===== src/rtl/decodificador_bcd_anho.sv =====
// Packed 2-digit BCD year to 7-bit binary: shift-add over 4 cycles (valid) or 3 cycles (illegal).
// listo is high only when idle; dato_valido while busy is dropped, never queued.
module decodificador_bcd_anho #(
    parameter int N        = 7,
    parameter int ANHO_MAX = 99,
    parameter int N_ERR    = 4
) (
    input  logic             clk,
    input  logic             reset,
    input  logic [7:0]       datos_bcd,
    input  logic             dato_valido,
    output logic             listo,
    output logic [N-1:0]     anho_bin,
    output logic             anho_valido,
    output logic             error_bcd,
    output logic [N_ERR-1:0] conteo_errores
);

    typedef enum logic [2:0] {
        IDLE    = 3'd0,
        CAPTURA = 3'd1,
        SUMA    = 3'd2,
        FIN     = 3'd3,
        ERROR   = 3'd4
    } estado_t;

    localparam logic [7:0] LIMITE = 8'(ANHO_MAX);

    estado_t          estado_q, estado_d;
    logic [3:0]       decenas_q, decenas_d;
    logic [3:0]       unidades_q, unidades_d;
    logic [N-1:0]     acc_q, acc_d;
    logic [N-1:0]     anho_bin_q, anho_bin_d;
    logic             anho_valido_q, anho_valido_d;
    logic             error_bcd_q, error_bcd_d;
    logic [N_ERR-1:0] conteo_q, conteo_d;

    logic [7:0] valor_decimal;
    logic       digito_ilegal;

    // The range check only bites if ANHO_MAX is lowered below 99.
    assign valor_decimal = ({4'd0, decenas_q} * 8'd10) + {4'd0, unidades_q};
    assign digito_ilegal = (decenas_q > 4'd9) || (unidades_q > 4'd9) || (valor_decimal > LIMITE);

    always_ff @(posedge clk) begin
        if (reset) begin
            estado_q      <= IDLE;
            decenas_q     <= '0;
            unidades_q    <= '0;
            acc_q         <= '0;
            anho_bin_q    <= '0;
            anho_valido_q <= 1'b0;
            error_bcd_q   <= 1'b0;
            conteo_q      <= '0;
        end else begin
            estado_q      <= estado_d;
            decenas_q     <= decenas_d;
            unidades_q    <= unidades_d;
            acc_q         <= acc_d;
            anho_bin_q    <= anho_bin_d;
            anho_valido_q <= anho_valido_d;
            error_bcd_q   <= error_bcd_d;
            conteo_q      <= conteo_d;
        end
    end

    always_comb begin
        estado_d      = estado_q;
        decenas_d     = decenas_q;
        unidades_d    = unidades_q;
        acc_d         = acc_q;
        anho_bin_d    = anho_bin_q;
        anho_valido_d = 1'b0;
        error_bcd_d   = 1'b0;
        conteo_d      = conteo_q;
        case (estado_q)
            IDLE: begin
                if (dato_valido) begin
                    decenas_d  = datos_bcd[7:4];
                    unidades_d = datos_bcd[3:0];
                    estado_d   = CAPTURA;
                end
            end
            CAPTURA: begin
                if (digito_ilegal) begin
                    estado_d = ERROR;
                end else begin
                    acc_d    = N'(decenas_q) << 3;
                    estado_d = SUMA;
                end
            end
            SUMA: begin
                // tens*10 = tens*8 (already in acc) + tens*2
                acc_d    = acc_q + (N'(decenas_q) << 1) + N'(unidades_q);
                estado_d = FIN;
            end
            FIN: begin
                anho_bin_d    = acc_q;
                anho_valido_d = 1'b1;
                estado_d      = IDLE;
            end
            ERROR: begin
                error_bcd_d = 1'b1;
                if (conteo_q != '1) begin
                    conteo_d = conteo_q + N_ERR'(1);
                end
                estado_d = IDLE;
            end
            default: estado_d = IDLE;
        endcase
    end

    assign listo          = (estado_q == IDLE);
    assign anho_bin       = anho_bin_q;
    assign anho_valido    = anho_valido_q;
    assign error_bcd      = error_bcd_q;
    assign conteo_errores = conteo_q;

endmodule


===== config.mk =====
export PLATFORM = sky130hd
export DESIGN_NAME = decodificador_bcd_anho
export DESIGN_NICKNAME = d
export VERILOG_FILES = /design/src/rtl/decodificador_bcd_anho.sv
export SDC_FILE = /design/constraint.sdc
export NUM_CORES = 1
export LEC_CHECK = 0
export CAP_MARGIN = 25
export CELL_PAD_IN_SITES_DETAIL_PLACEMENT = 1
export CELL_PAD_IN_SITES_GLOBAL_PLACEMENT = 2
export CORE_AREA = 2 2 77 79
export CTS_CLUSTER_SIZE = 8
export DETAILED_ROUTE_END_ITERATION = 6
export DIE_AREA = 0 0 79 81
export PLACE_DENSITY = 0.83
export REMOVE_ABC_BUFFERS = 1
export SETUP_SLACK_MARGIN = 0.02
export SLEW_MARGIN = 20
export SYNTH_ARGS = -nofsm -noshare
export SYNTH_HDL_FRONTEND = slang
export SYNTH_SLANG_ARGS = --single-unit

===== constraint.sdc =====
create_clock -name clk -period 4.1 [get_ports clk]
set_clock_uncertainty 0.2 [all_clocks]
set_input_delay 1.23 -clock clk [delete_from_list [all_inputs] [get_ports clk]]
set_output_delay 1.23 -clock clk [all_outputs]
set_load 0.01 [all_outputs]

==> results of run 1 <==
## worst paths after layout
check                           slack [ps]                       start                          to
worst max-delay path                   900   decenas_q[1]$_SDFFE_PP0P_       acc_q[6]$_SDFFE_PP0P_
worst min register to register         300  unidades_q[0]$_SDFFE_PP0P_  unidades_q[0]$_SDFFE_PP0P_
worst min-delay path                   300  unidades_q[0]$_SDFFE_PP0P_  unidades_q[0]$_SDFFE_PP0P_
worst max register to register         900   decenas_q[1]$_SDFFE_PP0P_       acc_q[6]$_SDFFE_PP0P_
## report_power, final
| part | switching (uW) | leakage, uW | internal [uW] |
|---|---|---|---|
| clock | 115 | 0.0000612 | 196 |
| sequential | 21.4 | 0.000252 | 315 |
| combinational | 72.0 | 0.000668 | 59.5 |
| total | 209 | 0.000981 | 571 |
## kinds of logic after synthesis
logic type      count (synthesis)
simple gates                   75
mux                            10
flops                          31
fa+ha+maj                      21
xor+xnor                        8
buf+inv                        13
compound gates                 40
## flip-flops by register name, summed over array words and instances, names as in the netlist
name            count
acc_q               7
anho_bin            7
conteo_errores      4
decenas_q           4
unidades_q          4
estado_q            3
anho_valido         1
error_bcd           1
## cells in the mapped netlist, drive strengths merged
| master | instances |
|---|---|
| dfxtp | 31 |
| clkbuf | 4 |
| xnor2 | 2 |
| a21o | 6 |
| mux2 | 1 |
| fa | 6 |
| nor3b | 1 |
| nor2 | 25 |
| xor2 | 6 |
| o21bai | 1 |
| or3 | 3 |
| nand2b | 1 |
| a211oi | 3 |
| inv | 6 |
| buf | 3 |
| a21oi | 19 |
| or3b | 1 |
| nand3b | 1 |
| nand4 | 1 |
| mux2i | 9 |
| nor4b | 1 |
| nor4 | 1 |
| nand2 | 29 |
| a211o | 1 |
| a31oi | 3 |
| nor3 | 3 |
| ha | 15 |
| nand3 | 5 |
| a2111oi | 1 |
| o221ai | 1 |
| and2 | 2 |
| o31ai | 1 |
| nor2b | 1 |
| o21ai | 4 |
## metal layers
layer  wire length (um)  share of wire, %  up-vias  global-route usage, %
li1                   -                 -      737                      -
met4                 94               2.3        0                  5.517
met1               1904                47      678                  18.27
met5                  0                 0        -                      0
met2               1868                46       28                  22.29
met3                150               3.7        8                  4.667
## per-stage QoR
stage	setup slack [ps]	total power, uW	std cells	util, %	hold WS, ps
after floorplan	1214	427.1	191	-	234.6
after global placement	988.9	473.2	292	37.10	274.2
after detailed placement	920.7	477.2	292	37.10	282.6
after CTS	897.3	793.3	300	39.18	292.9
after global routing	632.8	829.5	300	39.18	334.7
final	900.0	779.9	300	39.18	295.2
## cell type report
class | instances | area (sq um)
Multi-Input combinational cell | 154 | 1114
Tap cell | 75 | 93.84
Clock inverter | 2 | 35.03
Fill cell | 670 | 3452
Clock buffer | 6 | 82.58
Timing Repair Buffer | 26 | 255.2
Sequential cell | 31 | 620.6
Inverter | 6 | 22.52
## worst register-to-register path, delay by kind of cell, from the launching register on
kind | cells | cell delay, ps
compound gates | 3 | 680
xor+xnor | 1 | 260
fa+ha+maj | 3 | 940
buf+inv | 1 | 60
flops | 1 | 420
mux | 2 | 480
simple gates | 1 | 80
==> impl_metrics.json, run 1 <==
{
  "status": "finished clean",
  "final.min_clock_period_ps": 3200,
  "area_growth_pct": 23.92,
  "max_stage_delay_ps": 440,
  "cp_max_fo": 10,
  "synthMuxAreaShare_pct": 5.858,
  "p_leak_uw": 0.0009813,
  "numPortBuffers": 24,
  "antenna_found_initial": 0,
  "drc": 0,
  "timing.critical_path.max_delay_family": "adder cells",
  "grt_start_max_net_pins": 19,
  "rows": 28,
  "crit_cells": 11,
  "drtIter0Drc": 54,
  "synth-compound-area-share_pct": 15.41,
  "syn_avg_cell_area_sq_um": 9.062,
  "cts.clk_slew.worst_paths_ps": 70,
  "yosys.area_share.xor_xnor_pct": 3.905,
  "syn_area_sq_mm": 0.001794,
  "htreeDepth": 2,
  "worst_slew_pin_slew_ps": 721.0,
  "pwr_density_cell_mw_per_mm2": 350.8,
  "design.core.area_sq_mm": 0.005675,
  "worstPathCellList": "ha_1 > ha_1 > inv_1 > fa_1 > xor2_1 > nor3b_1 > mux2i_1 > o221ai_1 > a21oi_4 > mux2_4 > a31oi_2",
  "worstPathArrival_ps": 3210,
  "synth_top_family_by_area": "simple AND/OR/NAND/NOR gates",
  "fin_crit_sh_pct": 78.05,
  "cts_buffers": 5,
  "wirelength_mm": 4.018,
  "worstSetupStartpointType": "flip-flop",
  "peakVddDrop_mv": 0.1612,
  "grt_pass1_wl_mm": 6.893,
  "post-cts-setup-buffers": 0,
  "clock_latency_ps": 290,
  "design_area_sq_mm": 0.002223,
  "hold_depth": 2,
  "maxCapViolations": 0,
  "grt_pass1_vias": 1465,
  "num_io_pins": 25,
  "hp-class": "flip-flop to flip-flop",
  "hold_viol": 0,
  "antennaDiodeCount": 0,
  "layout_commonest_cell": "dfxtp_1",
  "drt-wirelength-per-cell_um": 13.39,
  "die_area_sq_mm": 0.006399,
  "clk_path_buf_depth": 2,
  "cts-root-buf": "clkbuf_8",
  "synthAdderAreaFrac_pct": 17.15,
  "layout-drive-gt1-share_pct": 10.22,
  "finalSetupViolCount": 0,
  "yosysSeqAreaShare_pct": 34.59,
  "cts.repair.resized": 0,
  "crit_path_top_delay_cell": "fa_1",
  "grtUsageTotal_pct": 14.25,
  "clock-sinks": 31,
  "path_buf_inv": 1,
  "placed_area_sq_mm": 0.002106,
  "report.final.slew_viol_count": 0,
  "hold_buffers": 0,
  "ant_nets": 0,
  "critPathRequiredTime_ps": 4110,
  "syn_inst": 198,
  "vias_per_cell": 4.837,
  "yosysTopAreaCell": "dfxtp_1",
  "rsz0062_at_grt": "false",
  "synth_top_area_share_pct": 34.59,
  "drt_first_pass_iters": 3,
  "die_height_um": 81,
  "die_x_um": 79,
  "yosys-top-cells-area": "dfxtp_1, ha_1, fa_1, nand2_1, a21oi_1",
  "r2r_cells": 11,
  "worst_path_most_repeated_cell": "ha_1",
  "ys_ff_latch": 31,
  "worstSetupEndpointType": "flip-flop",
  "ys_warn_count": 0,
  "fin_nets": 256,
  "start_util_pct": 31.61,
  "gp_congestion": 0.7580,
  "synth_cell_types": 45,
  "final_cell_mix": "dfxtp_1, nand2_1, clkdlybuf4s50_1, nor2_1, a21oi_1",
  "num_vias": 1451,
  "crit_type": "flip-flop to flip-flop",
  "tns_ps": 0,
  "gr-total-overflow": 0,
  "dp_hpwl_mm": 3.221,
  "relSlewSlack_pct": 51.79,
  "fmax_ghz": 0.3125,
  "synthSimpleGateAreaFrac_pct": 19.74,
  "cts_tree": "done"
}
No activity file was read; power rests on OpenSTA's default activity.
==> run 2, diff against run 1 <==
==> constraint.sdc (replaced) <==
create_clock -name clk -period 3 [get_ports clk]
set_clock_uncertainty 0.2 [all_clocks]
set_input_delay 0.9 -clock clk [delete_from_list [all_inputs] [get_ports clk]]
set_output_delay 0.9 -clock clk [all_outputs]
set_load 0.01 [all_outputs]
==> impl_metrics.json, run 2 (synthesis results as in run 1) <==
{
  "status": "finished clean",
  "cts_buffers": 5,
  "rows": 28,
  "numPortBuffers": 24,
  "design_area_sq_mm": 0.002355,
  "clock_latency_ps": 280,
  "vias_per_cell": 4.704,
  "worst_slew_pin_slew_ps": 508.7,
  "fin_crit_sh_pct": 95.97,
  "regArea_sq_um": 623.1,
  "p_total_uw": 990.9,
  "hp-class": "flip-flop to flip-flop",
  "relSlewSlack_pct": 65.99,
  "report.final.slew_viol_count": 0,
  "design.core.area_sq_mm": 0.005675,
  "p_leak_uw": 0.001037,
  "crit_type": "flip-flop to flip-flop",
  "antennaDiodeCount": 0,
  "cts_tree": "done",
  "pwr_density_cell_mw_per_mm2": 420.8,
  "cp_max_fo": 7,
  "ant_nets": 0,
  "worstSetupEndpointType": "flip-flop",
  "hold_viol": 0,
  "die_area_sq_mm": 0.006399,
  "dpl.cell_count": 298,
  "critPathRequiredTime_ps": 3000,
  "hold_buffers": 0,
  "topRoutingLayerUsed": "met4",
  "final.min_clock_period_ps": 2879,
  "fillers": 682,
  "rsz0062_at_grt": "true",
  "num_io_pins": 25,
  "stdcell_count": 311,
  "met3_wirelength_um": 146,
  "final_cell_mix": "nand2_1, dfxtp_1, clkdlybuf4s50_1, nor2_1, a21oi_1",
  "grt_start_max_net_pins": 32,
  "wirelength_mm": 3.966,
  "finalSetupViolCount": 0,
  "holdWs_ps": 290.4,
  "htreeDepth": 2,
  "wl_met2_mm": 1.899,
  "grtUsageTotal_pct": 13.54,
  "clock-sinks": 31,
  "die_x_um": 79,
  "peakVddDrop_mv": 0.2381,
  "layout-drive-gt1-share_pct": 19.07,
  "worstPathArrival_ps": 2880,
  "tns_ps": 0,
  "area_growth_pct": 31.24,
  "num_vias": 1463,
  "clk_path_buf_depth": 2,
  "multi_input_area_sq_mm": 0.001166,
  "worstSetupStartpointType": "flip-flop",
  "cts-root-buf": "clkbuf_8",
  "gp_congestion": 0.7194,
  "placed_area_sq_mm": 0.002163,
  "antenna_found_initial": 0,
  "start_util_pct": 31.61,
  "drc": 0,
  "die_height_um": 81,
  "drt_first_pass_iters": 4,
  "grt_pass1_wl_mm": 6.768,
  "drt-wirelength-per-cell_um": 12.75,
  "cts.clk_slew.worst_paths_ps": 60,
  "wl_met1_mm": 1.878,
  "fmax_ghz": 0.3473,
  "gr-total-overflow": 0,
  "fin_nets": 268,
  "maxCapViolations": 0,
  "drtIter0Drc": 34,
  "dp_hpwl_mm": 3.053,
  "grt_pass1_vias": 1528
}
## run 2: area by class of cell
cell class | count | area share, %
clock buffer | 6 | 3.507
clock inverter | 1 | 0.2125
inverter | 6 | 0.9564
multi-input combinational | 154 | 49.52
sequential | 31 | 26.46
tap | 75 | 3.985
timing repair buffer | 38 | 15.36
## run 2: timing repair
| action | CTS | global route |
|---|---|---|
| endpoints found under the hold margin | 0 | 0 |
| pin swaps | 1 | 7 |
| gates resized for setup | 1 | 11 |
| setup endpoints to repair | 1 | 7 |
| buffers inserted | 4 | 2 |
## run 2: final timing paths
kind | start | to | slack [ps] | cells past startpoint
setup / recovery | decenas_q[3]$_SDFFE_PP0P_ | acc_q[6]$_SDFFE_PP0P_ | 120 | 11
hold / removal | acc_q[0]$_SDFFE_PP0P_ | acc_q[0]$_SDFFE_PP0P_ | 290 | 2
setup reg to reg | decenas_q[3]$_SDFFE_PP0P_ | acc_q[6]$_SDFFE_PP0P_ | 120 | 11
hold reg to reg | acc_q[0]$_SDFFE_PP0P_ | acc_q[0]$_SDFFE_PP0P_ | 290 | 2
## run 2: routing by layer
metal | track usage, % | vias up
met5 | 0 | -
met4 | 4.138 | 0
met3 | 3.333 | 4
met2 | 23.22 | 24
met1 | 16.85 | 678
li1 | - | 757
## run 2: stage by stage
step	setup slack [ps]	utilization (%)
floorplan	113.9	-
global placement	68.78	38.12
detailed placement	-48.53	38.12
CTS	39.76	40.30
global route	7.995	41.49
finish	120.9	41.49
## run 2: critical path, cell delays in order, from the launching register on
cell and delay (ps):
dfxtp_2 340, ha_4 250, ha_2 160, inv_1 60, fa_2 400, xor2_2 230, nor3b_2 70, mux2i_1 170
o221ai_2 170, a21oi_4 300, mux2_4 340, a31oi_2 120
## run 2: power by group
part / leakage (uW) / total [uW] / internal (uW) / switching, uW
Combinational: 0.000737 / 214 / 101 / 113
Clock: 0.0000470 / 324 / 180 / 144
Sequential: 0.000253 / 453 / 431 / 21.4
==> run 3, diff against run 2 <==
--- a/config.mk
+++ b/config.mk
@@ -8,10 +8,10 @@
 export CAP_MARGIN = 25
 export CELL_PAD_IN_SITES_DETAIL_PLACEMENT = 1
 export CELL_PAD_IN_SITES_GLOBAL_PLACEMENT = 2
-export CORE_AREA = 2 2 77 79
+export CORE_AREA = 5 5 80 82
 export CTS_CLUSTER_SIZE = 8
 export DETAILED_ROUTE_END_ITERATION = 6
-export DIE_AREA = 0 0 79 81
+export DIE_AREA = 0 0 85 87
 export PLACE_DENSITY = 0.83
 export REMOVE_ABC_BUFFERS = 1
 export SETUP_SLACK_MARGIN = 0.02
==> impl_metrics.json, run 3 (synthesis results as in run 1) <==
{
  "hold_buffers": 0,
  "hold_depth": 2,
  "cp_max_fo": 7,
  "cts.clk_slew.worst_paths_ps": 70,
  "report.final.slew_viol_count": 0,
  "p_int_uw": 728.4,
  "r2r-start": "decenas_q[1]$_SDFFE_PP0P_",
  "crit_type": "flip-flop to flip-flop",
  "drc": 0,
  "start_util_pct": 31.61,
  "layout_commonest_cell": "dfxtp_1",
  "reg2reg_slack_ps": 170,
  "share_comb_of_total_power_pct": 19.3,
  "grt_pass1_wl_mm": 6.948,
  "max_stage_delay_ps": 390,
  "status": "finished clean",
  "grt_start_max_net_pins": 18,
  "grt_pass1_vias": 1480,
  "clock_power_share_pct": 36.4,
  "numPortBuffers": 24,
  "worstPathArrival_ps": 2850,
  "holdCritStartpoint": "unidades_q[0]$_SDFFE_PP0P_",
  "cts-root-buf": "clkbuf_8",
  "final.min_clock_period_ps": 2834,
  "clock-sinks": 31,
  "fmax_ghz": 0.3529,
  "worstSetupEndpointType": "flip-flop",
  "crit_path_top_delay_cell": "fa_2",
  "num_io_pins": 25,
  "tns_ps": 0,
  "p_leak_uw": 0.001007,
  "peakVddDrop_mv": 0.2179,
  "design.core.area_sq_mm": 0.005675,
  "place_ws_ps": 36.44,
  "fin_nets": 262,
  "ant_nets": 0,
  "wirelength_mm": 4.071,
  "hold_viol": 0,
  "clk_path_buf_depth": 2,
  "pwr_density_cell_mw_per_mm2": 447.6,
  "r2r_end": "acc_q[6]$_SDFFE_PP0P_",
  "worst_slew_pin_slew_ps": 524.3,
  "critPathRequiredTime_ps": 3010,
  "antenna_found_initial": 0,
  "hp-class": "flip-flop to flip-flop",
  "grtUsageTotal_pct": 11.78,
  "cts_buffers": 5,
  "rows": 28,
  "swShare_pct": 28.69,
  "worstSetupStartpointType": "flip-flop",
  "dp_hpwl_mm": 3.245,
  "p_sw_uw": 293.1,
  "area_growth_pct": 27.20,
  "drtIter0Drc": 43,
  "fillers": 678,
  "post-cts-setup-buffers": 0,
  "num_vias": 1456,
  "antennaDiodeCount": 0,
  "drt-wirelength-per-cell_um": 13.30,
  "vias_per_cell": 4.758,
  "clock_latency_ps": 280,
  "htreeDepth": 2,
  "drt_first_pass_iters": 4,
  "die_height_um": 87,
  "rsz0062_at_grt": "false",
  "holdPathEnd": "unidades_q[0]$_SDFFE_PP0P_",
  "finalSetupViolCount": 0,
  "cts_tree": "done",
  "gp_congestion": 0.8960,
  "worst_path_most_repeated_cell": "ha_1",
  "fin_crit_sh_pct": 94.46,
  "die_area_sq_mm": 0.007395,
  "r2r_cells": 10,
  "cts.repair.resized": 0,
  "maxCapViolations": 0,
  "layout-drive-gt1-share_pct": 14.72,
  "power_frac_seq_pct": 44.2,
  "setup_ws_ps": 166.1,
  "worstPathCellList": "ha_1 > ha_1 > inv_1 > fa_2 > or3_1 > a211o_1 > nor2_4 > a21oi_4 > mux2_4 > a31oi_2",
  "final_cell_mix": "dfxtp_1, nand2_1, clkdlybuf4s50_1, nor2_1, a21oi_1",
  "relSlewSlack_pct": 64.94,
  "die_x_um": 85,
  "gr-total-overflow": 0
}
[run 3: cell types whose count changed in the layout (fill, tap and decap cells not counted), moves of 2 or more]
cell	before	now
buf_4	12	8
dfxtp_1	29	31
ha_1	13	15
dfxtp_2	2	0
[run 3: layer usage]
layer	vias up	routed length, um	GRT usage [%]
li1	746	-	-
met1	676	1981	14.96
met2	26	1814	18.93
met3	8	202	3.784
met4	0	72	3.885
met5	-	0	0
[run 3: power by group through the flow]
stage | Clock [uW] | Sequential [uW] | Combinational, uW
6_report | 372 | 452 | 198
5_1_grt | 408 | 455 | 226
4_1_cts | 389 | 452 | 199
3_5_place_dp | 0 | 462 | 198
3_3_place_gp | 0 | 461 | 195
2_1_floorplan | 0 | 461 | 122
[run 3: per-stage QoR]
stage               util, %  hold WS [ps]  area (sq um)  power (uW)  std cells
finish                40.21         293.6          2282        1022        306
global route          40.21         318.5          2282        1088        306
CTS                   39.73         302.3          2255        1040        306
detailed placement    37.90         284.3          2151       659.8        298
global placement      37.90         274.6          2151       655.7        298
floorplan                 -         234.6          1757       583.7        191
[run 3: worst max path at each step]
stage                                          from                     to  cells after the start
after global routing      decenas_q[3]$_SDFFE_PP0P_  acc_q[5]$_SDFFE_PP0P_                     12
after global placement    decenas_q[1]$_SDFFE_PP0P_  acc_q[6]$_SDFFE_PP0P_                     11
final                     decenas_q[1]$_SDFFE_PP0P_  acc_q[6]$_SDFFE_PP0P_                     10
after floorplan           decenas_q[1]$_SDFFE_PP0P_  acc_q[6]$_SDFFE_PP0P_                     10
after detailed placement  decenas_q[1]$_SDFFE_PP0P_  acc_q[4]$_SDFFE_PP0P_                     12
after CTS                 decenas_q[1]$_SDFFE_PP0P_  acc_q[4]$_SDFFE_PP0P_                     12
[run 3: layout make-up]
cell class	instances	area (sq um)	area share, %
clock buffer	7	96.34	4.221
inverter	6	22.52	0.9868
sequential	31	620.6	27.19
timing repair buffer	32	300.3	13.16
multi-input combinational	154	1141	50.00
tap	75	93.84	4.112
clock inverter	1	7.507	0.3289
[run 3: critical path: cells and delay by family, from the launching register on]
family / cells / cell delay [ps]
buf+inv: 1 / 50
simple gates: 2 / 500
fa+ha+maj: 3 / 830
flops: 1 / 310
compound gates: 3 / 520
mux: 1 / 330
